### src/rtl/square_root_seq_if.sv
// Handshake bundle for square_root_seq.
//   in_valid / in_ready / num_in             : radicand request channel
//   out_valid / out_ready / root_out / rem_out : result channel
//   busy                                     : status, high while iterating
// master = upstream/downstream side driving requests and consuming results,
// slave  = the square-root engine.
interface square_root_seq_if #(
   parameter int N = 32
);
   logic           in_valid;
   logic           in_ready;
   logic [N-1:0]   num_in;
   logic           out_valid;
   logic           out_ready;
   logic [N/2-1:0] root_out;
   logic [N/2:0]   rem_out;
   logic           busy;

   modport master (
      output in_valid, num_in, out_ready,
      input  in_ready, out_valid, root_out, rem_out, busy
   );

   modport slave (
      input  in_valid, num_in, out_ready,
      output in_ready, out_valid, root_out, rem_out, busy
   );
endinterface

### src/rtl/square_root_seq.sv
// Multi-cycle non-restoring integer square root with valid/ready handshake.
// Resolves ITER_PER_CYCLE root bits per clock; returns floor (or rounded)
// root and the floor remainder.
//   clock : system clock, rising edge
//   reset : synchronous, active-high
//   bus   : square_root_seq_if slave port (request, result, busy)
//
// state | meaning
// IDLE  | waiting for a radicand, in_ready high
// BUSY  | iterating, ITER_PER_CYCLE root bits per clock
// DONE  | result held on root_out/rem_out until out_ready
module square_root_seq #(
   parameter int N              = 32,
   parameter int ITER_PER_CYCLE = 1,
   parameter int ROUND          = 0
) (
   input logic               clock,
   input logic               reset,
   square_root_seq_if.slave  bus
);
   localparam int H     = N / 2;
   localparam int STEPS = H / ITER_PER_CYCLE;
   localparam int CW    = (STEPS > 1) ? $clog2(STEPS) : 1;
   localparam logic [CW-1:0] LAST = CW'(STEPS - 1);

   typedef enum logic [1:0] {IDLE, BUSY, DONE} state_t;

   state_t        state;
   logic [N-1:0]  a, a_n;
   logic [H-1:0]  q, q_n;
   logic [H+1:0]  r, r_n, r_fix, left_v, right_v;
   logic [CW-1:0] cnt;
   logic [H:0]    rem_c;
   logic [H-1:0]  root_c;
   logic          in_xfer;

   assign bus.in_ready = (state == IDLE) || ((state == DONE) && bus.out_ready);
   assign bus.busy     = (state == BUSY);
   assign in_xfer      = bus.in_valid && bus.in_ready;

   // One clock's worth of non-restoring iterations; r is two's complement.
   always_comb begin
      a_n     = a;
      q_n     = q;
      r_n     = r;
      left_v  = '0;
      right_v = '0;
      for (int i = 0; i < ITER_PER_CYCLE; i++) begin
         right_v = {q_n, r_n[H+1], 1'b1};
         left_v  = {r_n[H-1:0], a_n[N-1:N-2]};
         a_n     = a_n << 2;
         r_n     = r_n[H+1] ? left_v + right_v : left_v - right_v;
         q_n     = {q_n[H-2:0], ~r_n[H+1]};
      end
   end

   // Final restoring step and optional round-to-nearest (saturating).
   always_comb begin
      r_fix  = r_n[H+1] ? r_n + {1'b0, q_n, 1'b1} : r_n;
      rem_c  = r_fix[H:0];
      root_c = q_n;
      if ((ROUND != 0) && (rem_c > {1'b0, q_n}) && !(&q_n))
         root_c = q_n + 1'b1;
   end

   always_ff @(posedge clock) begin
      if (reset) begin
         state         <= IDLE;
         a             <= '0;
         q             <= '0;
         r             <= '0;
         cnt           <= '0;
         bus.out_valid <= 1'b0;
         bus.root_out  <= '0;
         bus.rem_out   <= '0;
      end else begin
         case (state)
            IDLE: begin
               if (in_xfer) begin
                  a     <= bus.num_in;
                  q     <= '0;
                  r     <= '0;
                  cnt   <= '0;
                  state <= BUSY;
               end
            end
            BUSY: begin
               a <= a_n;
               q <= q_n;
               if (cnt == LAST) begin
                  r             <= r_fix;
                  bus.root_out  <= root_c;
                  bus.rem_out   <= rem_c;
                  bus.out_valid <= 1'b1;
                  state         <= DONE;
               end else begin
                  r   <= r_n;
                  cnt <= cnt + 1'b1;
               end
            end
            DONE: begin
               if (bus.out_ready) begin
                  bus.out_valid <= 1'b0;
                  if (in_xfer) begin
                     a     <= bus.num_in;
                     q     <= '0;
                     r     <= '0;
                     cnt   <= '0;
                     state <= BUSY;
                  end else begin
                     state <= IDLE;
                  end
               end
            end
            default: state <= IDLE;
         endcase
      end
   end
endmodule

### src/flat_wrapper.sv
// flat-port wrapper written by rule: the top's interface ports become plain ports
module square_root_seq_flat 
#(
   parameter int N              = 32,
   parameter int ITER_PER_CYCLE = 1,
   parameter int ROUND          = 0
)
  (clock, reset, bus_in_valid, bus_num_in, bus_out_ready, bus_in_ready, bus_out_valid, bus_root_out, bus_rem_out, bus_busy);
  square_root_seq_if #(.N(N)) bus_i ();
  input logic clock;
  input logic reset;
  input wire logic [$bits(bus_i.in_valid)-1:0] bus_in_valid;
  input wire logic [$bits(bus_i.num_in)-1:0] bus_num_in;
  input wire logic [$bits(bus_i.out_ready)-1:0] bus_out_ready;
  output wire logic [$bits(bus_i.in_ready)-1:0] bus_in_ready;
  output wire logic [$bits(bus_i.out_valid)-1:0] bus_out_valid;
  output wire logic [$bits(bus_i.root_out)-1:0] bus_root_out;
  output wire logic [$bits(bus_i.rem_out)-1:0] bus_rem_out;
  output wire logic [$bits(bus_i.busy)-1:0] bus_busy;
  assign bus_i.in_valid = bus_in_valid;
  assign bus_i.num_in = bus_num_in;
  assign bus_i.out_ready = bus_out_ready;
  assign bus_in_ready = bus_i.in_ready;
  assign bus_out_valid = bus_i.out_valid;
  assign bus_root_out = bus_i.root_out;
  assign bus_rem_out = bus_i.rem_out;
  assign bus_busy = bus_i.busy;
  square_root_seq #(.N(N), .ITER_PER_CYCLE(ITER_PER_CYCLE), .ROUND(ROUND)) u_core (.clock(clock), .reset(reset), .bus(bus_i));
endmodule
### config.mk
export PLATFORM = sky130hd
export DESIGN_NAME = square_root_seq_flat
export DESIGN_NICKNAME = d
export VERILOG_FILES = /design/src/rtl/square_root_seq_if.sv /design/src/rtl/square_root_seq.sv /design/src/flat_wrapper.sv
export SDC_FILE = /design/constraint.sdc
export NUM_CORES = 1
export LEC_CHECK = 0
export CORE_MARGIN = 5
export CORE_UTILIZATION = 51
export CTS_CLUSTER_SIZE = 10
export DETAILED_ROUTE_END_ITERATION = 8
export PLACE_DENSITY = 0.77
export SYNTH_ARGS = -nofsm -noshare
export SYNTH_HDL_FRONTEND = slang
export SYNTH_SLANG_ARGS = --single-unit
### constraint.sdc
create_clock -name clock -period 4.3 [get_ports clock]
set_clock_uncertainty 0.15 [all_clocks]
set_input_delay 1.075 -clock clock [delete_from_list [all_inputs] [get_ports clock]]
set_output_delay 1.075 -clock clock [all_outputs]
set_load 0.005 [all_outputs]
==> results.yml, run 1 <==
status:
  outcome: "finished, final reports clean"
logic_synthesis:
  avgSynthCellArea_um2: 8.07
  ys_types: 52
  synthCells: 709
  synth-main-ff-cell: "dfxtp_1"
  ys_top_cells_by_area: "dfxtp_1, a21oi_1, nand2_1"
  synth-seq-area-share_pct: 36.7
  synth_edf_count: 0
  synth.net_count: 777
  synth_seq_cells: 105
  ys_async_sr_fraction_pct: 0
  ys_warn_count: 0
  synth_area_mm2: 0.00572
  yosysTopAreaCell: "dfxtp_1"
  synth_top_cell_area_share_pct: 36.7
layout:
  fillers: 965
  num_antenna_cells: 0
  final_core_util_pct: 64.2
  nets: 840
  drive_above_1_share_pct: 8.37
  area_delta_synth_final_pct: 22.8
  seq_area_mm2: 0.00210
  layout.cells.non_filler: 917
  multiInputGateArea_mm2: 0.00346
sta:
  slew_viol_final: 0
  final.period_utilization_pct: 96.4
  finalSetupTns_ns: 0
  holdWs_ns: 0.308
  fmax_ghz: 0.241
  setup_viol: 0
  hold_viol: 0
  worstMarginPinSlew_ns: 0.926
  fin_crit_ns: 4.15
  relSlewSlack_pct: 38.2
routing:
  routedWlPerCell_um: 17.6
  dr.pass1.iters: 6
  drt-total-wl_um: 16100
  vias_per_cell: 6.08
  drcViolationCount: 0
  vias: 5572
  drt_iter0_drc: 427
  drtAntennaViolNets: 0
die:
  start_util_pct: 52.3
  ios: 72
  die_w_um: 116
  dieArea_mm2: 0.0134
  die_y_um: 116
  core_mm2: 0.0109
  row_count: 38
critical_path:
  worst-endpoint-arrival_ns: 4.21
  worst_ep_required_time_ns: 4.36
  end_kind: "register"
  path_common_cell: "a21o_1"
  rrSetupSlack_ns: 0.15
  path_class: "register to register"
  cp_slowest_cell: "dfxtp_2"
  cp_max_fo: 4
  start_kind: "register"
  cpLargestDelayFamily: "compound AO/OA/AOI/OAI gates"
  crit_start: "u_core.r[17]$_SDFFE_PP0P_"
  cp_cell_sequence: "buf_4, xnor2_1, ha_1, o21ai_1, a22oi_2, a21o_1, a21oi_2, xnor2_2, ha_1, a21o_1, a21o_1, a21oi_1, o21a_1, o211ai_1, buf_4, a41o_1, a221oi_2, xor2_1, a21oi_1"
  max_stage_delay_ns: 0.34
  timing.rr.start: "u_core.r[17]$_SDFFE_PP0P_"
  cp_num_buf_inv: 2
power_and_ir_drop:
  switching_share_pct: 45.3
  p_sw_w: 0.00239
  seq_power_share_pct: 20.9
  leakagePower_nw: 2.64
  combPwrFrac_pct: 61.4
  vdd_drop_max_uv: 337
  p_clk_share_pct: 17.7
  pwr_density_cell_mw_per_mm2: 751
  p_int_w: 0.00289
place:
  portBuffers: 71
  dp_cells: 895
  gp_congestion: 0.934
  dp_hpwl_um: 11300
global_route:
  first_global_vias: 5334
  grt_max_degree: 77
  antenna_found_initial: 0
  track_usage_pct: 24.2
  grt_overflow: 0
  grt_pass1_wl_um: 25900
min_path:
  holdCritStartpoint: "u_core.bus.root_out[6]$_SDFFE_PP0P_"
  hold_class: "register to register"
clocking:
  cts_buffers: 9
  clock_sinks: 105
  htree_levels: 3
  cts_tree: "yes"
  clk_latency_ns: 0.37
  cts.clk_slew.worst_paths_ns: 0.07
  cts_buffer_depth: 2
  cts_root_buffer: "clkbuf_16"
  cts_hold_buf: 0
run:
  max-cap-violations: 0
[power by group through the flow]
stage	combinational [W]	sequential [W]	clock, W
2_1_floorplan	0.00233	0.00110	0
3_3_place_gp	0.00297	0.00112	0
3_5_place_dp	0.00303	0.00112	0
4_1_cts	0.00305	0.00110	0.000939
5_1_grt	0.00352	0.00111	0.000975
6_report	0.00324	0.00110	0.000933
[worst register-to-register path: stages, from the launching register on]
cell and delay (ns):
dfxtp_2 0.34, buf_4 0.16, xnor2_1 0.13, ha_1 0.33, o21ai_1 0.22, a22oi_2 0.12
a21o_1 0.20, a21oi_2 0.20, xnor2_2 0.16, ha_1 0.30, a21o_1 0.18, a21o_1 0.18
a21oi_1 0.14, o21a_1 0.13, o211ai_1 0.08, buf_4 0.15, a41o_1 0.28, a221oi_2 0.27
xor2_1 0.19, a21oi_1 0.09
[routing by layer]
metal / GRT usage (%) / routed length (µm)
met1: 32.0 / 7020
met2: 38.0 / 7610
met3: 6.58 / 1170
met4: 9.05 / 302
met5: 0 / 0
[logic make-up after synthesis]
family | after synthesis | share of synthesized area, %
adders and majority gates | 32 | 7.00
buffers and inverters | 53 | 3.74
DFF | 105 | 36.7
muxes | 2 | 0.350
and+or+nand+nor | 230 | 17.5
AOI/OAI and AO/OA | 237 | 26.9
xor gates and xnor gates | 50 | 7.79
[metrics by stage]
stage	instance area (µm²)	setup WS (ns)	total power [W]
2_1_floorplan	5720	0.192	0.00343
3_3_place_gp	6590	0.210	0.00409
3_5_place_dp	6590	0.0794	0.00415
4_1_cts	6930	0.0674	0.00508
5_1_grt	7030	-0.0396	0.00561
6_report	7030	0.154	0.00528
[cells in the mapped netlist (13+ instances only)]
| library cell | number |
|---|---|
| a21o_1 | 17 |
| dfxtp_1 | 105 |
| clkbuf_1 | 38 |
| nor2_1 | 46 |
| o21ai_0 | 13 |
| a22oi_1 | 42 |
| nand3_1 | 32 |
| xor2_1 | 14 |
| nand2_1 | 112 |
| xnor2_1 | 35 |
| a21oi_1 | 108 |
| ha_1 | 32 |
[cell type report]
cell class / count / share of cell area (%)
clock buffers: 9 / 3.21
well taps: 140 / 2.49
inverters: 8 / 0.427
repair buffers: 97 / 13.1
flip-flops and latches: 105 / 30.0
multi-input cells: 551 / 49.3
clock inverters: 7 / 1.60
[registers in the layout, summed over array words and instances, names as in the netlist]
register / cells
u_core.state: 2
u_core.q: 16
u_core.a: 32
u_core.r: 17
u_core.bus.rem_out: 17
u_core.bus.out_valid: 1
u_core.bus.root_out: 16
u_core.cnt: 4
[repair_timing]
action	4_1_cts	5_1_grt
buffers inserted	0	6
setup endpoints to repair	0	12
resized for setup	0	13
[final timing paths]
kind / to / depth (start not counted)
max: u_core.bus.rem_out[16]$_SDFFE_PP0P_ / 19
min: u_core.bus.root_out[6]$_SDFFE_PP0P_ / 2
max reg2reg: u_core.bus.rem_out[16]$_SDFFE_PP0P_ / 19
min reg2reg: u_core.bus.root_out[6]$_SDFFE_PP0P_ / 2
[cells in the final DEF (no fill, tap or decap), types with 5 or more instances in the layout]
cell type	synthesis	final
a211oi_1	5	5
a21o_1	17	17
a21oi_1	108	105
a222oi_1	5	5
a22oi_1	42	42
a31oi_1	8	8
buf_4	1	24
clkbuf_16	0	9
clkdlybuf4s50_1	0	70
dfxtp_1	105	103
ha_1	32	32
inv_1	8	8
nand2_1	112	112
nand3_1	32	32
nand4_1	6	6
nor2_1	46	44
nor3_1	12	11
o211ai_1	5	5
o21a_1	8	8
o21ai_0	13	11
o21ai_1	5	7
xnor2_1	35	32
xor2_1	14	13
No activity file was read; power rests on OpenSTA's default activity.
==> inputs of run 2 (changes only) <==
--- a/config.mk
+++ b/config.mk
@@ -10,6 +10,7 @@
 export CTS_CLUSTER_SIZE = 10
 export DETAILED_ROUTE_END_ITERATION = 8
 export PLACE_DENSITY = 0.77
+export REMOVE_ABC_BUFFERS = 1
 export SYNTH_ARGS = -nofsm -noshare
 export SYNTH_HDL_FRONTEND = slang
 export SYNTH_SLANG_ARGS = --single-unit
==> run 2 against run 1 <==
Critical path depth rose by 1. Clock power is 14% lower. Highest routed layer unchanged. Design area decreased by 0.25%. Maximum frequency is 0.20% lower. Largest cell class unchanged. Worst hold slack worse by 0.0042 ns. Sequential share of layout area is 0.093 points higher. Setup slack lost 0.0083 ns. Non-clock buffer count fell by 4. Combinational power up 3%. Total power is 0.62% lower. Global-route usage fell by 0.54 points. First-iteration DRC count decreased by 1.2%.
==> results.yml, run 2 (same netlist as run 1, synthesis figures left out) <==
clocking:
  htree_levels: 3
  cts_buffer_depth: 2
  clock_sinks: 105
  cts.clk_slew.worst_paths_ns: 0.07
  cts_root_buffer: "clkbuf_16"
  cts_tree: "yes"
  cts_hold_buf: 0
  clk_latency_ns: 0.36
  cts_buffers: 9
layout:
  final_core_util_pct: 64.1
  largest_reg_flops: 32
  layout.cells.non_filler: 913
  area_delta_synth_final_pct: 22.5
  nets: 836
  final_cell_mix: "nand2_1, a21oi_1, dfxtp_1, clkdlybuf4s50_1, nor2_1"
  seq_area_mm2: 0.00211
  fillers: 949
  layout_commonest_cell: "nand2_1"
  reg_top3: "u_core.a: 32 flops, u_core.bus.rem_out: 17 flops, u_core.r: 17 flops"
  regMostFlops: "u_core.a"
  num_antenna_cells: 0
  drive_above_1_share_pct: 9.31
  multiInputGateArea_mm2: 0.00352
  stdcell_area_mm2: 0.00701
global_route:
  grt_pass1_wl_um: 25800
  track_usage_pct: 23.7
  first_global_vias: 5460
  antenna_found_initial: 0
  grt_max_degree: 106
  grt_overflow: 0
place:
  dp_hpwl_um: 10900
  place_ws_ns: -0.0982
  portBuffers: 71
  gp_congestion: 0.979
  dp_cells: 894
  place_area_mm2: 0.00658
critical_path:
  path_common_cell: "a21o_1"
  cp_max_fo: 5
  cp_slowest_cell: "dfxtp_2"
  worst-endpoint-arrival_ns: 4.21
  reg2reg_depth: 20
  end_kind: "register"
  cp_num_buf_inv: 0
  max_stage_delay_ns: 0.36
  cpLargestDelayFamily: "compound AO/OA/AOI/OAI gates"
  crit_cells: 20
  start_kind: "register"
  worst_ep_required_time_ns: 4.36
  path_class: "register to register"
  cp_cell_sequence: "xnor2_1, ha_1, nor2b_1, o21a_1, o21ai_1, a21oi_1, a21o_1, a21o_1, a21oi_2, xnor2_2, ha_1, a21o_1, a21o_1, a21oi_1, o21ai_1, a21oi_2, o21ai_2, xor2_1, a222oi_1, nor2_1"
die:
  die_w_um: 116
  core_mm2: 0.0109
  die_y_um: 116
  row_count: 38
  ios: 72
  start_util_pct: 52.3
  dieArea_mm2: 0.0134
power_and_ir_drop:
  leakagePower_nw: 2.61
  seq_power_share_pct: 21.1
  p_int_w: 0.00283
  switching_share_pct: 46.0
  p_clk_share_pct: 15.3
  p_sw_w: 0.00241
  vdd_drop_max_uv: 380
  pwr_density_cell_mw_per_mm2: 748
  combPwrFrac_pct: 63.5
sta:
  worstMarginPinSlew_ns: 1.07
  final.period_utilization_pct: 96.6
  rsz0062_at_grt: "true"
  hold_viol: 0
  slew_viol_final: 0
  fin_ws_ns: 0.146
  fmax_ghz: 0.241
  finalSetupTns_ns: 0
  relSlewSlack_pct: 28.6
  fin_crit_ns: 4.15
  setup_viol: 0
status:
  outcome: "finished, final reports clean"
min_path:
  hold_class: "register to register"
  hold_depth: 2
routing:
  routedWlPerCell_um: 16.9
  drcViolationCount: 0
  drt_iter0_drc: 422
  vias: 5537
  vias_per_cell: 6.06
  drt-total-wl_um: 15500
  highest_layer: "met4"
  met2WireLength_um: 7310
  dr.pass1.iters: 6
  drtAntennaViolNets: 0
  dr_wl_met3_um: 1150
  wirelength_met1_um: 6670
run:
  max-cap-violations: 0
## run 2: cell types whose count changed in the layout (fill, tap and decap cells not counted), moves of 2 or more
cell,change
ha_2,+4
ha_4,+2
clkbuf_1,+2
xnor2_2,+2
ha_1,-6
nor2_2,+2
xnor2_1,-2
bufinv_16,-2
buf_4,-3
## run 2: metal layers
| layer | up-vias | track usage (%) |
|---|---|---|
| li1 | 2661 | - |
| met1 | 2630 | 29.5 |
| met2 | 207 | 39.2 |
| met3 | 39 | 6.74 |
| met4 | 0 | 8.58 |
| met5 | - | 0 |
## run 2: final timing paths
kind                                                    startpoint                                  to  slack (ns)
worst min register to register  u_core.bus.rem_out[7]$_SDFFE_PP0P_  u_core.bus.rem_out[7]$_SDFFE_PP0P_        0.30
worst min-delay path            u_core.bus.rem_out[7]$_SDFFE_PP0P_  u_core.bus.rem_out[7]$_SDFFE_PP0P_        0.30
worst max-delay path                     u_core.r[17]$_SDFFE_PP0P_           u_core.r[15]$_SDFFE_PP0P_        0.15
worst max register to register           u_core.r[17]$_SDFFE_PP0P_           u_core.r[15]$_SDFFE_PP0P_        0.15
## run 2: final cells by class
| type | instances | share of cell area (%) |
|---|---|---|
| clock buffer | 12 | 3.52 |
| multi-input combinational | 551 | 50.3 |
| timing repair buffer | 93 | 12.7 |
| sequential | 105 | 30.0 |
| inverter | 8 | 0.428 |
| tap | 140 | 2.50 |
| clock inverter | 4 | 0.518 |
## run 2: power by group through the flow
stage	Combinational, W	Sequential (W)	Clock, W
finish	0.00333	0.00111	0.000803
global placement	0.00292	0.00112	0
CTS	0.00307	0.00111	0.000805
floorplan	0.00224	0.00112	0
global route	0.00364	0.00111	0.000844
detailed placement	0.00303	0.00112	0
## run 2: timing repair
action                                  4_1_cts  5_1_grt
buffers inserted                              0        3
resized for setup                             5       22
pin swaps                                     0        6
endpoints found under the setup margin        6        9
cloned                                        0        0
## run 2: worst min-delay path: stages (launching register included)
cell	delay (ns)
dfxtp_1	0.31
nand2_1	0.05
a21oi_1	0.05
## run 2: stage by stage
| step | hold WS [ns] | total power, W |
|---|---|---|
| after detailed placement | 0.298 | 0.00416 |
| final | 0.304 | 0.00524 |
| after global routing | 0.323 | 0.00559 |
| after CTS | 0.306 | 0.00498 |
| after global placement | 0.293 | 0.00405 |
| after floorplan | 0.281 | 0.00336 |
==> inputs of run 3 (changes only) <==
--- a/config.mk
+++ b/config.mk
@@ -6,10 +6,9 @@
 export NUM_CORES = 1
 export LEC_CHECK = 0
 export CORE_MARGIN = 5
-export CORE_UTILIZATION = 51
+export CORE_UTILIZATION = 39
 export CTS_CLUSTER_SIZE = 10
 export DETAILED_ROUTE_END_ITERATION = 8
-export PLACE_DENSITY = 0.77
 export REMOVE_ABC_BUFFERS = 1
 export SYNTH_ARGS = -nofsm -noshare
 export SYNTH_HDL_FRONTEND = slang
==> run 3 against run 2 <==
Maximum frequency about the same. Count of clock-buffer cells in the layout decreased by 2. Critical endpoint unchanged. Setup slack got worse by 0.0040 ns. Design area increased by 0.43%. Critical path depth unchanged. First-iteration DRC count increased by 14%.
==> results.yml, run 3 (same netlist as run 1, synthesis figures left out) <==
sta:
  worstMarginPinSlew_ns: 1.04
  final.period_utilization_pct: 96.7
  rsz0062_at_grt: "true"
  relSlewSlack_pct: 30.5
  holdWs_ns: 0.304
  setup_viol: 0
  finalSetupTns_ns: 0
  hold_viol: 0
  slew_viol_final: 0
  fmax_ghz: 0.240
  fin_crit_ns: 4.16
layout:
  final_cell_mix: "nand2_1, a21oi_1, dfxtp_1, clkdlybuf4s50_1, nor2_1"
  drive_above_1_share_pct: 9.16
  regMostFlops: "u_core.a"
  final_core_util_pct: 48.6
  largest_reg_flops: 32
  stdcell_area_mm2: 0.00704
  layout_commonest_cell: "nand2_1"
  num_antenna_cells: 0
  area_delta_synth_final_pct: 23.0
  layout.cells.non_filler: 959
  nets: 839
  reg_top3: "u_core.a: 32 flops, u_core.bus.rem_out: 17 flops, u_core.r: 17 flops"
critical_path:
  reg2reg_depth: 20
  reg2reg_to: "u_core.r[15]$_SDFFE_PP0P_"
  timing.rr.start: "u_core.r[17]$_SDFFE_PP0P_"
  end_kind: "register"
  rrSetupSlack_ns: 0.14
  cp_num_buf_inv: 1
  start_kind: "register"
  cp_slowest_cell: "dfxtp_2"
  cp_max_fo: 5
  worst-endpoint-arrival_ns: 4.22
  max_stage_delay_ns: 0.35
  worst_ep_required_time_ns: 4.36
  cp_cell_sequence: "buf_12, xnor2_2, ha_2, or3_1, o21ai_0, a21oi_1, a21o_1, a21o_1, a21oi_1, xnor2_1, ha_1, a21o_1, a21o_1, a21oi_1, o21ai_0, a21oi_2, o21ai_2, xor2_1, a222oi_1, nor2_1"
  crit_cells: 20
  path_class: "register to register"
  path_common_cell: "a21o_1"
  cpLargestDelayFamily: "compound AO/OA/AOI/OAI gates"
place:
  portBuffers: 71
  gp_congestion: 0.906
  dp_hpwl_um: 10800
  place_area_mm2: 0.00665
  dp_cells: 940
status:
  outcome: "finished, final reports clean"
min_path:
  hold_end: "u_core.bus.root_out[15]$_SDFFE_PP0P_"
  hold_class: "register to register"
  hold_depth: 2
  holdCritStartpoint: "u_core.bus.root_out[15]$_SDFFE_PP0P_"
clocking:
  cts.clk_slew.worst_paths_ns: 0.07
  clk_latency_ns: 0.35
  cts_tree: "yes"
  cts_hold_buf: 0
  cts_buffers: 9
  cts_root_buffer: "clkbuf_16"
  clock_sinks: 105
  cts_buffer_depth: 2
  htree_levels: 3
power_and_ir_drop:
  leakagePower_nw: 2.61
  vdd_drop_max_uv: 446
  pwr_density_cell_mw_per_mm2: 729
global_route:
  track_usage_pct: 17.8
  first_global_vias: 5229
  grt_overflow: 0
  grt_pass1_wl_um: 25600
  antenna_found_initial: 0
  grt_max_degree: 86
routing:
  dr.pass1.iters: 5
  wirelength_met1_um: 7310
  highest_layer: "met4"
  drcViolationCount: 0
  drt_iter0_drc: 482
  met2WireLength_um: 6900
  dr_wl_met3_um: 1030
  vias: 5400
  drtAntennaViolNets: 0
  drt-total-wl_um: 15600
  vias_per_cell: 5.63
  routedWlPerCell_um: 16.3
die:
  row_count: 44
  die_y_um: 131
  start_util_pct: 39.5
  dieArea_mm2: 0.0172
  die_w_um: 131
  core_mm2: 0.0145
  ios: 72
run:
  max-cap-violations: 0
-- run 3: worst min-delay path, stage by stage (launching register included) --
cell and delay [ns]:
dfxtp_1 0.31, nand2_1 0.05, a21oi_1 0.05
-- run 3: metrics by stage --
stage	setup slack (ns)	power (W)
after floorplan	-0.164	0.00336
after global placement	0.125	0.00409
after detailed placement	0.0637	0.00415
after CTS	0.0459	0.00496
after global routing	-0.0340	0.00550
final	0.141	0.00513
-- run 3: worst max-delay path by stage --
stage | startpoint | endpoint
final | u_core.r[17]$_SDFFE_PP0P_ | u_core.r[15]$_SDFFE_PP0P_
after detailed placement | u_core.r[17]$_SDFFE_PP0P_ | u_core.r[15]$_SDFFE_PP0P_
after floorplan | u_core.r[17]$_SDFFE_PP0P_ | u_core.r[15]$_SDFFE_PP0P_
after global placement | u_core.r[17]$_SDFFE_PP0P_ | u_core.r[15]$_SDFFE_PP0P_
after global routing | u_core.r[17]$_SDFFE_PP0P_ | u_core.bus.rem_out[15]$_SDFFE_PP0P_
after CTS | u_core.r[17]$_SDFFE_PP0P_ | u_core.r[15]$_SDFFE_PP0P_
-- run 3: cell type report --
cell class | instances | area (µm²)
Inverter | 8 | 30.0
Multi-Input combinational cell | 551 | 3490
Tap cell | 184 | 230
Fill cell | 1393 | 7440
Clock buffer | 10 | 239
Clock inverter | 5 | 38.8
Timing Repair Buffer | 96 | 908
Sequential cell | 105 | 2100
-- run 3: timing repair --
action                     in CTS  in global routing
setup buffers                   0                  4
resized for setup               0                 19
setup endpoints to repair       0                 11
-- run 3: layer usage --
| metal | vias up | track usage (%) |
|---|---|---|
| met1 | 2541 | 24.0 |
| li1 | 2670 | - |
| met3 | 23 | 4.43 |
| met5 | - | 0 |
| met4 | 0 | 6.76 |
| met2 | 166 | 27.3 |
-- run 3: report_power, final --
group | total (W) | internal, W | switching [W]
Clock | 0.000800 | 0.000411 | 0.000388
Sequential | 0.00110 | 0.00105 | 0.0000544
Combinational | 0.00322 | 0.00129 | 0.00193
Total | 0.00513 | 0.00275 | 0.00237
